## src/rtl/dram_arb_pkg.sv

```systemverilog
// dram_arb_pkg: shared encodings and default widths for the DRAM port arbiter
package dram_arb_pkg;
  typedef enum logic {ARB = 1'b0, BURST = 1'b1} state_e;
  typedef enum logic {OWN_CPU = 1'b0, OWN_DMA = 1'b1} owner_e;
  localparam int ADDR_W_DEF = 10;
  localparam int DATA_W_DEF = 32;
endpackage

```

## src/rtl/dram_port_arbiter_if.sv

```systemverilog
// dram_port_arbiter_if: CPU, DMA and RAM-side signals of the data RAM arbiter
interface dram_port_arbiter_if #(parameter int ADDR_W = 10, parameter int DATA_W = 32);
  logic              cpu_req, cpu_we, cpu_gnt, cpu_rvalid;
  logic [ADDR_W-1:0] cpu_addr;
  logic [DATA_W-1:0] cpu_wdata;
  logic              dma_req, dma_we, dma_lock, dma_gnt, dma_rvalid;
  logic [ADDR_W-1:0] dma_addr;
  logic [DATA_W-1:0] dma_wdata;
  logic [DATA_W-1:0] rdata;
  logic              ram_we;
  logic [ADDR_W-1:0] ram_addr;
  logic [DATA_W-1:0] ram_din, ram_dout;
  modport slave (
    input  cpu_req, cpu_we, cpu_addr, cpu_wdata, dma_req, dma_we, dma_lock, dma_addr, dma_wdata, ram_dout,
    output cpu_gnt, cpu_rvalid, dma_gnt, dma_rvalid, rdata, ram_we, ram_addr, ram_din
  );
  modport master (
    output cpu_req, cpu_we, cpu_addr, cpu_wdata, dma_req, dma_we, dma_lock, dma_addr, dma_wdata, ram_dout,
    input  cpu_gnt, cpu_rvalid, dma_gnt, dma_rvalid, rdata, ram_we, ram_addr, ram_din
  );
endinterface

```

## src/rtl/arb_sat_counter.sv

```systemverilog
// arb_sat_counter: saturating up-counter with synchronous clear (clear wins)
module arb_sat_counter #(
  parameter int          W   = 8,
  parameter logic [W-1:0] MAX = {W{1'b1}}
) (
  input  logic         clk,
  input  logic         rst_n,
  input  logic         clr,
  input  logic         inc,
  output logic [W-1:0] cnt
);
  logic [W-1:0] cnt_q;
  always_ff @(posedge clk or negedge rst_n)
    if (!rst_n) cnt_q <= '0;
    else if (clr) cnt_q <= '0;
    else if (inc && cnt_q != MAX) cnt_q <= cnt_q + 1'b1;
  assign cnt = cnt_q;
endmodule

```

## src/rtl/dram_port_arbiter.sv

```systemverilog
// dram_port_arbiter: CPU-priority arbiter for the data RAM with DMA starvation guard and bursts
// Define ARB_STATS_EN to build the CPU-stall and DMA-transfer counters.
module dram_port_arbiter
  import dram_arb_pkg::*;
#(
  parameter int ADDR_W       = ADDR_W_DEF,
  parameter int DATA_W       = DATA_W_DEF,
  parameter int MAX_BURST    = 4,
  parameter int STARVE_LIMIT = 8
) (
  input  logic                 clk,
  input  logic                 RSTN,
  dram_port_arbiter_if.slave   bus,
  output logic [15:0]          stat_cpu_stall,
  output logic [15:0]          stat_dma_xfer
);
  state_e            state_q, state_d;
  owner_e            rd_owner_q;
  logic              ready_q, rd_pend_q;
  logic [3:0]        burst_cnt_q, burst_cnt_d, burst_inc;
  logic [7:0]        starve_cnt;
  logic              force_dma, cpu_acc, dma_acc;
  logic [ADDR_W-1:0] ram_addr_q, ram_addr_d;
  logic [DATA_W-1:0] ram_din_q, ram_din_d, rdata_q;
  always_comb begin
    force_dma   = bus.dma_req && (starve_cnt == 8'(STARVE_LIMIT));
    cpu_acc     = ready_q && bus.cpu_req && !force_dma && state_q == ARB;
    dma_acc     = ready_q && bus.dma_req && !cpu_acc;
    burst_inc   = burst_cnt_q + 4'd1;
    state_d     = state_q;
    burst_cnt_d = burst_cnt_q;
    if (state_q == ARB) begin
      if (dma_acc && bus.dma_lock && MAX_BURST > 1) begin
        state_d     = BURST;
        burst_cnt_d = 4'd1;
      end
    end else if (!bus.dma_req || (dma_acc && (!bus.dma_lock || burst_inc == 4'(MAX_BURST)))) begin
      state_d     = ARB;
      burst_cnt_d = '0;
    end else if (dma_acc) begin
      burst_cnt_d = burst_inc;
    end
  end
  // The RAM bus keeps its last address/data when idle so it does not toggle.
  always_comb begin
    ram_addr_d = cpu_acc ? bus.cpu_addr  : dma_acc ? bus.dma_addr  : ram_addr_q;
    ram_din_d  = cpu_acc ? bus.cpu_wdata : dma_acc ? bus.dma_wdata : ram_din_q;
  end
  always_ff @(posedge clk or negedge RSTN)
    if (!RSTN) begin
      state_q     <= ARB;
      burst_cnt_q <= '0;
      ready_q     <= 1'b0;
      rd_pend_q   <= 1'b0;
      rd_owner_q  <= OWN_CPU;
      ram_addr_q  <= '0;
      ram_din_q   <= '0;
      rdata_q     <= '0;
    end else begin
      state_q     <= state_d;
      burst_cnt_q <= burst_cnt_d;
      ready_q     <= 1'b1;
      rd_pend_q   <= (cpu_acc && !bus.cpu_we) || (dma_acc && !bus.dma_we);
      rd_owner_q  <= cpu_acc ? OWN_CPU : dma_acc ? OWN_DMA : rd_owner_q;
      ram_addr_q  <= ram_addr_d;
      ram_din_q   <= ram_din_d;
      rdata_q     <= rd_pend_q ? bus.ram_dout : rdata_q;
    end
  arb_sat_counter #(.W(8), .MAX(8'(STARVE_LIMIT))) u_starve (
    .clk(clk), .rst_n(RSTN),
    .clr(dma_acc || !bus.dma_req),
    .inc(bus.dma_req && !dma_acc),
    .cnt(starve_cnt)
  );
  assign bus.cpu_gnt    = cpu_acc;
  assign bus.dma_gnt    = dma_acc;
  assign bus.ram_we     = cpu_acc ? bus.cpu_we : dma_acc && bus.dma_we;
  assign bus.ram_addr   = ram_addr_d;
  assign bus.ram_din    = ram_din_d;
  assign bus.cpu_rvalid = rd_pend_q && rd_owner_q == OWN_CPU;
  assign bus.dma_rvalid = rd_pend_q && rd_owner_q == OWN_DMA;
  assign bus.rdata      = rd_pend_q ? bus.ram_dout : rdata_q;
`ifdef ARB_STATS_EN
  arb_sat_counter #(.W(16)) u_stat_stall (
    .clk(clk), .rst_n(RSTN), .clr(1'b0),
    .inc(bus.cpu_req && !cpu_acc),
    .cnt(stat_cpu_stall)
  );
  arb_sat_counter #(.W(16)) u_stat_xfer (
    .clk(clk), .rst_n(RSTN), .clr(1'b0),
    .inc(dma_acc),
    .cnt(stat_dma_xfer)
  );
`else
  assign stat_cpu_stall = '0;
  assign stat_dma_xfer  = '0;
`endif
endmodule

```

## src/flat_wrapper.sv

```systemverilog
// flat-port wrapper written by rule: the top's interface ports become plain ports
module dram_port_arbiter_flat import dram_arb_pkg::*;
#(
  parameter int ADDR_W       = ADDR_W_DEF,
  parameter int DATA_W       = DATA_W_DEF,
  parameter int MAX_BURST    = 4,
  parameter int STARVE_LIMIT = 8
)
  (clk, RSTN, stat_cpu_stall, stat_dma_xfer, bus_cpu_req, bus_cpu_we, bus_cpu_addr, bus_cpu_wdata, bus_dma_req, bus_dma_we, bus_dma_lock, bus_dma_addr, bus_dma_wdata, bus_ram_dout, bus_cpu_gnt, bus_cpu_rvalid, bus_dma_gnt, bus_dma_rvalid, bus_rdata, bus_ram_we, bus_ram_addr, bus_ram_din);
  dram_port_arbiter_if #(.ADDR_W(ADDR_W), .DATA_W(DATA_W)) bus_i ();
  input  logic clk;
  input  logic RSTN;
  output logic [15:0] stat_cpu_stall;
  output logic [15:0] stat_dma_xfer;
  input wire logic [$bits(bus_i.cpu_req)-1:0] bus_cpu_req;
  input wire logic [$bits(bus_i.cpu_we)-1:0] bus_cpu_we;
  input wire logic [$bits(bus_i.cpu_addr)-1:0] bus_cpu_addr;
  input wire logic [$bits(bus_i.cpu_wdata)-1:0] bus_cpu_wdata;
  input wire logic [$bits(bus_i.dma_req)-1:0] bus_dma_req;
  input wire logic [$bits(bus_i.dma_we)-1:0] bus_dma_we;
  input wire logic [$bits(bus_i.dma_lock)-1:0] bus_dma_lock;
  input wire logic [$bits(bus_i.dma_addr)-1:0] bus_dma_addr;
  input wire logic [$bits(bus_i.dma_wdata)-1:0] bus_dma_wdata;
  input wire logic [$bits(bus_i.ram_dout)-1:0] bus_ram_dout;
  output wire logic [$bits(bus_i.cpu_gnt)-1:0] bus_cpu_gnt;
  output wire logic [$bits(bus_i.cpu_rvalid)-1:0] bus_cpu_rvalid;
  output wire logic [$bits(bus_i.dma_gnt)-1:0] bus_dma_gnt;
  output wire logic [$bits(bus_i.dma_rvalid)-1:0] bus_dma_rvalid;
  output wire logic [$bits(bus_i.rdata)-1:0] bus_rdata;
  output wire logic [$bits(bus_i.ram_we)-1:0] bus_ram_we;
  output wire logic [$bits(bus_i.ram_addr)-1:0] bus_ram_addr;
  output wire logic [$bits(bus_i.ram_din)-1:0] bus_ram_din;
  assign bus_i.cpu_req = bus_cpu_req;
  assign bus_i.cpu_we = bus_cpu_we;
  assign bus_i.cpu_addr = bus_cpu_addr;
  assign bus_i.cpu_wdata = bus_cpu_wdata;
  assign bus_i.dma_req = bus_dma_req;
  assign bus_i.dma_we = bus_dma_we;
  assign bus_i.dma_lock = bus_dma_lock;
  assign bus_i.dma_addr = bus_dma_addr;
  assign bus_i.dma_wdata = bus_dma_wdata;
  assign bus_i.ram_dout = bus_ram_dout;
  assign bus_cpu_gnt = bus_i.cpu_gnt;
  assign bus_cpu_rvalid = bus_i.cpu_rvalid;
  assign bus_dma_gnt = bus_i.dma_gnt;
  assign bus_dma_rvalid = bus_i.dma_rvalid;
  assign bus_rdata = bus_i.rdata;
  assign bus_ram_we = bus_i.ram_we;
  assign bus_ram_addr = bus_i.ram_addr;
  assign bus_ram_din = bus_i.ram_din;
  dram_port_arbiter #(.ADDR_W(ADDR_W), .DATA_W(DATA_W), .MAX_BURST(MAX_BURST), .STARVE_LIMIT(STARVE_LIMIT)) u_core (.clk(clk), .RSTN(RSTN), .bus(bus_i), .stat_cpu_stall(stat_cpu_stall), .stat_dma_xfer(stat_dma_xfer));
endmodule
```

## config.mk

```make
export PLATFORM = sky130hd
export DESIGN_NAME = dram_port_arbiter_flat
export DESIGN_NICKNAME = d
export VERILOG_FILES = /design/src/rtl/dram_arb_pkg.sv /design/src/rtl/dram_port_arbiter_if.sv /design/src/rtl/arb_sat_counter.sv /design/src/rtl/dram_port_arbiter.sv /design/src/flat_wrapper.sv
export SDC_FILE = /design/constraint.sdc
export NUM_CORES = 1
export LEC_CHECK = 0
export CELL_PAD_IN_SITES_DETAIL_PLACEMENT = 1
export CELL_PAD_IN_SITES_GLOBAL_PLACEMENT = 2
export CORE_MARGIN = 2
export CORE_UTILIZATION = 22
export DETAILED_ROUTE_END_ITERATION = 12
export PLACE_DENSITY_LB_ADDON = 0.1
export SLEW_MARGIN = 0
export SYNTH_ARGS = -nofsm -noshare
export SYNTH_HDL_FRONTEND = slang
export SYNTH_SLANG_ARGS = --single-unit
```

## constraint.sdc

```tcl
create_clock -name clk -period 3.8 [get_ports clk]
set_clock_uncertainty 0.1 [all_clocks]
set_input_delay 1.14 -clock clk [delete_from_list [all_inputs] [get_ports clk]]
set_output_delay 1.14 -clock clk [all_outputs]
set_load 0.1 [all_outputs]
```

* After elaboration in Yosys (flattened, before gate mapping)
Index checks and enable logic that the tools add are counted.
** Storage, ports and cells
- Output and inout port bits :: 111
- Flip-flop bits (word level) :: 90
- Input bits :: 123
- Word-level logic and storage cells :: 64
** Cells by class
- Equal/unequal tests :: 4
- Bitwise gates (word level) :: 2
- Add/subtract/negate cells :: 2
- Reduce and logical (&&, ||, !) cells :: 30
- Muxes and demuxes :: 17
** Operators with widths (number)
- $mux W32 :: 3
- $mux W10 :: 2
- $mux W4 :: 4
- $mux W8 :: 2
- $logic_and A1 B1 Y1 :: 15
- $add A8 B1 Y8 const B :: 1
- $eq A8 B4 Y1 const B :: 1
- $ne A8 B4 Y1 const B :: 1
- $logic_not A1 Y1 :: 7
- $mux W1 :: 6
- $reduce_bool A2 Y1 :: 3
- $add A4 B1 Y4 const B :: 1
- $eq A4 B3 Y1 const B :: 1
- $logic_or A1 B1 Y1 :: 4
- $ne A3 B3 Y1 const B :: 1
- $not A1 Y1 :: 2
- $reduce_and A2 Y1 :: 1

* Longest topological paths before layout
- Word-level depth :: 12
- Depth in mapped cells :: 9
- Mapped depth without buffers :: 7

* Modules after synthesis
A second synthesis with hierarchy kept.
** Unflattened totals
- Cell total of the unflattened synthesis :: 395
- Area, all modules :: 4354.2 µm²
** By module, submodules not included
- dram_port_arbiter :: seq. area each 2052.0 µm², area each 3913.8 µm², instances 1, cells an instance 350
- arb_sat_counter :: seq. area each 200.2 µm², area each 440.4 µm², instances 1, cells an instance 45

* Worst setup path before layout
OpenSTA, ideal clock, no wires.
- Path kind :: input-to-output
- Start :: input port bus_dma_req
- End :: output port bus_ram_addr[5]
- Setup slack :: -1.788 ns
- Stages :: 5
- Required time :: 2.560 ns
- Arrival :: 4.348 ns
- Buffers on the path :: 1
- Cell sequence :: or4bb_1 o211ai_2 inv_2 clkbuf_1 o21ai_0
** On the way
- Longest elaborated chain between the ends :: 8
- Elaborated cells between the ends (all ways) :: 9
- Those cells by class :: mux (2); reduce/logical (7)
** Ends and longest elaborated chain
- from (decl) :: RTL line flat_wrapper.sv:19 : input wire logic [$bits(bus_i.dma_req)-1:0] bus_dma_req;
- $logic_and A1 B1 Y1 :: RTL line dram_port_arbiter.sv:26 : force_dma = bus.dma_req && (starve_cnt == 8'(STARVE_LIMIT));
- $logic_not A1 Y1 :: RTL line dram_port_arbiter.sv:27 : cpu_acc = ready_q && bus.cpu_req && !force_dma && state_q == ARB;
- $logic_and A1 B1 Y1 (2 in a row) :: RTL line dram_port_arbiter.sv:27
- $logic_not A1 Y1 :: RTL line dram_port_arbiter.sv:28 : dma_acc = ready_q && bus.dma_req && !cpu_acc;
- $logic_and A1 B1 Y1 :: RTL line dram_port_arbiter.sv:28
- $mux W10 :: RTL line dram_port_arbiter.sv:46 : ram_addr_d = cpu_acc ? bus.cpu_addr : dma_acc ? bus.dma_addr : ram_addr_q;
- $mux W10 * :: RTL line dram_port_arbiter.sv:46
- to (decl) :: RTL line flat_wrapper.sv:31 : output wire logic [$bits(bus_i.ram_addr)-1:0] bus_ram_addr;
Mark *: on every way between the ends. The rest lies on a longest branch, timed or not.

* Final worst setup path
- Start :: input port bus_dma_req
- End :: output port bus_ram_addr[2]
Same word-level chain as after synthesis.

==> flow_metrics.py <==
metrics = {
    "synth": {
        "post_synth.cell_area_avg_um2": 11.1,
        "netlist-cell-type-count": 43,
        "seq_area_frac_synth": 0.529,
        "synth-warning-count": 0,
        "mapped_cell_area_um2": 4260,
        "synth_seq_cells": 90,
        "postSynthCellCount": 382,
    },
    "route": {
        "final_ant_viol_nets": 0,
        "detailedRoute.firstIterationViolations": 75,
        "detailroute.via_count": 3665,
        "avgRoutedWirePerCell_um": 17.6,
        "mean_number_of_vias_per_cell": 4.20,
        "remaining_drc_errors": 0,
        "routed_wirelength_um": 15400,
        "drtPass1Iterations": 3,
    },
    "layout": {
        "syn2layout_area_growth_pct": 105,
        "finalNonFillerCells": 873,
        "fraction_of_final_layout_cells_with_drive_strength_greater_than_1": 0.413,
        "mostFrequentLayoutCell": "clkdlybuf4s50_1",
        "commonest_non_fill_non_tap_cells_in_the_layout": "clkdlybuf4s50_1, dfrtp_1, buf_12",
        "finish.net_count": 735,
        "num-fill-cells": 1892,
        "diode_insertion_count_for_antenna_repair": 0,
    },
    "floorplan": {
        "floorplan.io_pins": 234,
        "die_h_um": 143,
        "floorplan.die.width_um": 143,
        "die_area_um2": 20500,
        "core_um2": 18800,
        "fp-row-count": 50,
        "initial_core_util": 0.226,
    },
    "placed_design": {
        "dp_slack_ns": -0.488,
        "dpl_cells": 837,
        "place.gp.congestion": 0.728,
        "portBuffers": 201,
        "dpl.hpwl_um": 10800,
    },
    "sta": {
        "hold_violations": 0,
        "grt_setup_unrepaired": "true",
        "setup_viol_count_final": 45,
        "worst_slew_margin_rel": 0.543,
        "timing.final.max_slew_violations": 0,
        "worstMarginPinSlew_ns": 0.686,
        "fin_setup_tns_ns": -4.25,
        "setup_slack_ns": -0.125,
        "timing.hold.ws_ns": 0.434,
        "clock.fmax_mhz": 255,
        "final.min_clock_period_ns": 3.93,
        "finalCritPeriodShare": 1.03,
    },
    "clock_tree": {
        "clk_transition_reported_paths_ns": 0.06,
        "ctsRootBufferMaster": "clkbuf_16",
        "cts-buffers-inserted": 9,
        "cts.sinks": 90,
        "cts_tree": "done",
        "max-clock-path-buffers": 2,
        "cts-htree-levels": 3,
        "insertion_delay_ns": 0.35,
        "cts.hold.buffers_added": 0,
    },
    "worst_setup_path": {
        "critical_path.cell_chain": "buf_6 -> or4bb_4 -> o211ai_4 -> inv_6 -> buf_12 -> buf_16 -> o21ai_4 -> buf_12",
        "critPathSlowestCell": "or4bb_4",
        "worstPathArrival_ns": 2.69,
        "crit_fanout": 8,
        "critical_path_required_ns": 2.56,
        "cp_capture_type": "output port",
        "critical_path.startpoint_type": "input port",
        "classification_of_the_worst_setup_path": "input port to output port",
        "worst_path_most_repeated_cell": "buf_12",
        "cp_slowest_stage_delay_ns": 0.47,
    },
    "pwr": {
        "clockPowerShare": 0.194,
        "power.share.combinational": 0.570,
        "p_seq_frac": 0.237,
        "static-leakage-power_nw": 3.77,
        "p_int_mw": 2.68,
        "finalPower_mw": 4.95,
        "switching_power_mw": 2.27,
        "netSwitchingFraction": 0.458,
        "power.ir.vdd_worst_mv": 0.249,
        "power-per-cell-area_nw_per_um2": 568,
    },
    "global_routing": {
        "global_route.usage.total": 0.149,
        "grt.overflow.total": 0,
        "grt_first_pass_wirelength_um": 23100,
        "grt_pass1_vias": 3931,
        "grt_max_degree": 47,
        "antenna_found_initial": 0,
    },
    "min_path": {
        "worst_hold_path_type": "register to register",
    },
    "job": {
        "max-cap-violations": 0,
    },
    "outcome": {
        "run_status": "finished, violations left",
        "failed_checks": "setup timing",
    },
}
critical path: cells and delay by family:
family                 cells  cell delay (ns)
buffers and inverters      5             0.67
and+or+nand+nor            1             0.47
AOI/OAI and AO/OA          2             0.39
final timing paths:
path / from / to / slack (ns) / cells past startpoint
min in group asynchronous: RSTN / u_core.ram_addr_q[1] / 0.73 / 1
max in group asynchronous: RSTN / u_core.ram_addr_q[6] / 2.12 / 2
min reg2reg: u_core.rdata_q[12] / u_core.rdata_q[12] / 0.43 / 1
max: bus_dma_req / bus_ram_addr[2] / -0.13 / 8
min: u_core.rdata_q[12] / u_core.rdata_q[12] / 0.43 / 1
max reg2reg: u_core.u_starve.cnt[0] / u_core.u_starve.cnt[0] / 1.28 / 9
kinds of logic (layout without fill, tap and decap cells):
group | after synthesis | after routing | share of synthesized area
buffers and inverters | 57 | 257 | 0.0812
other | 2 | 33 | 0.00176
XOR/XNOR | 6 | 6 | 0.0123
AO/OA/AOI/OAI | 58 | 58 | 0.0759
multiplexers | 75 | 75 | 0.186
flip-flops | 90 | 90 | 0.529
adder cells (fa/ha/maj) | 4 | 4 | 0.0118
AND/OR/NAND/NOR | 90 | 90 | 0.102
power by group through the flow:
stage	logic [mW]	registers (mW)	clock network, mW
after detailed placement	2.74	1.19	0
after floorplan	1.79	1.17	0
final	2.82	1.17	0.959
after global routing	2.90	1.19	1.03
after CTS	2.82	1.17	0.994
after global placement	2.72	1.18	0
state kept, by name, indices dropped and copies added (netlist names), 4 cells and up:
name,count
u_core.ram_din_q,32
u_core.burst_cnt_q,4
u_core.u_starve.cnt,8
u_core.ram_addr_q,10
u_core.rdata_q,32
area by class of cell:
cell class                 count  area [um2]  area share
timing repair buffer         235        3410       0.391
multi-input combinational    266        2380       0.273
sequential                    90        2250       0.259
tap                          260         325      0.0374
clock buffer                  11         253      0.0290
clock inverter                 5        60.1     0.00690
inverter                       6        27.5     0.00316
metrics by stage:
| stage | cell area (um2) | util |
|---|---|---|
| 2_1_floorplan | 4970 | - |
| 3_3_place_gp | 7890 | 0.419 |
| 3_5_place_dp | 7890 | 0.419 |
| 4_1_cts | 8610 | 0.457 |
| 5_1_grt | 8710 | 0.462 |
| 6_report | 8710 | 0.462 |
what timing repair did:
action	in CTS	in global routing
gates resized for setup	50	8
buffers inserted	7	3
gates cloned	8	2
pin swaps	11	11
setup endpoints to repair	45	45
synthesized netlist by cell type (all sizes together):
cell     number  share of area
or4b          1         0.0032
mux2         33          0.087
inv           6         0.0053
o2bb2ai       1         0.0021
clkbuf       13          0.011
o211ai        3         0.0065
nor2          8         0.0071
nand3        10          0.012
or4           2         0.0035
nand3b        1         0.0018
and3          4         0.0059
a211o         1         0.0021
and3b         1         0.0021
nor4          1         0.0015
xnor2         2         0.0041
o311ai        1         0.0021
nor3          1         0.0012
dfrtp        90           0.53
o21ai        48          0.057
xor2          4         0.0082
nand2        49          0.043
buf          38          0.064
o31ai         1         0.0018
conb          2         0.0018
or3           1         0.0015
and2          1         0.0015
nor2b         3         0.0044
nand2b        1         0.0015
nor3b         2         0.0035
ha            4          0.012
a21boi        1         0.0018
a21oi         2         0.0024
nand4         1         0.0015
or2           1         0.0015
or4bb         2         0.0053
mux2i        42          0.099
metal layers:
layer	vias up	wire length (um)	global-route usage
li1	1709	-	-
met1	1805	6180	0.184
met2	141	7760	0.250
met3	10	1310	0.0493
met4	0	159	0.0396
met5	-	0	0
Power figures use the tool's default switching activity.
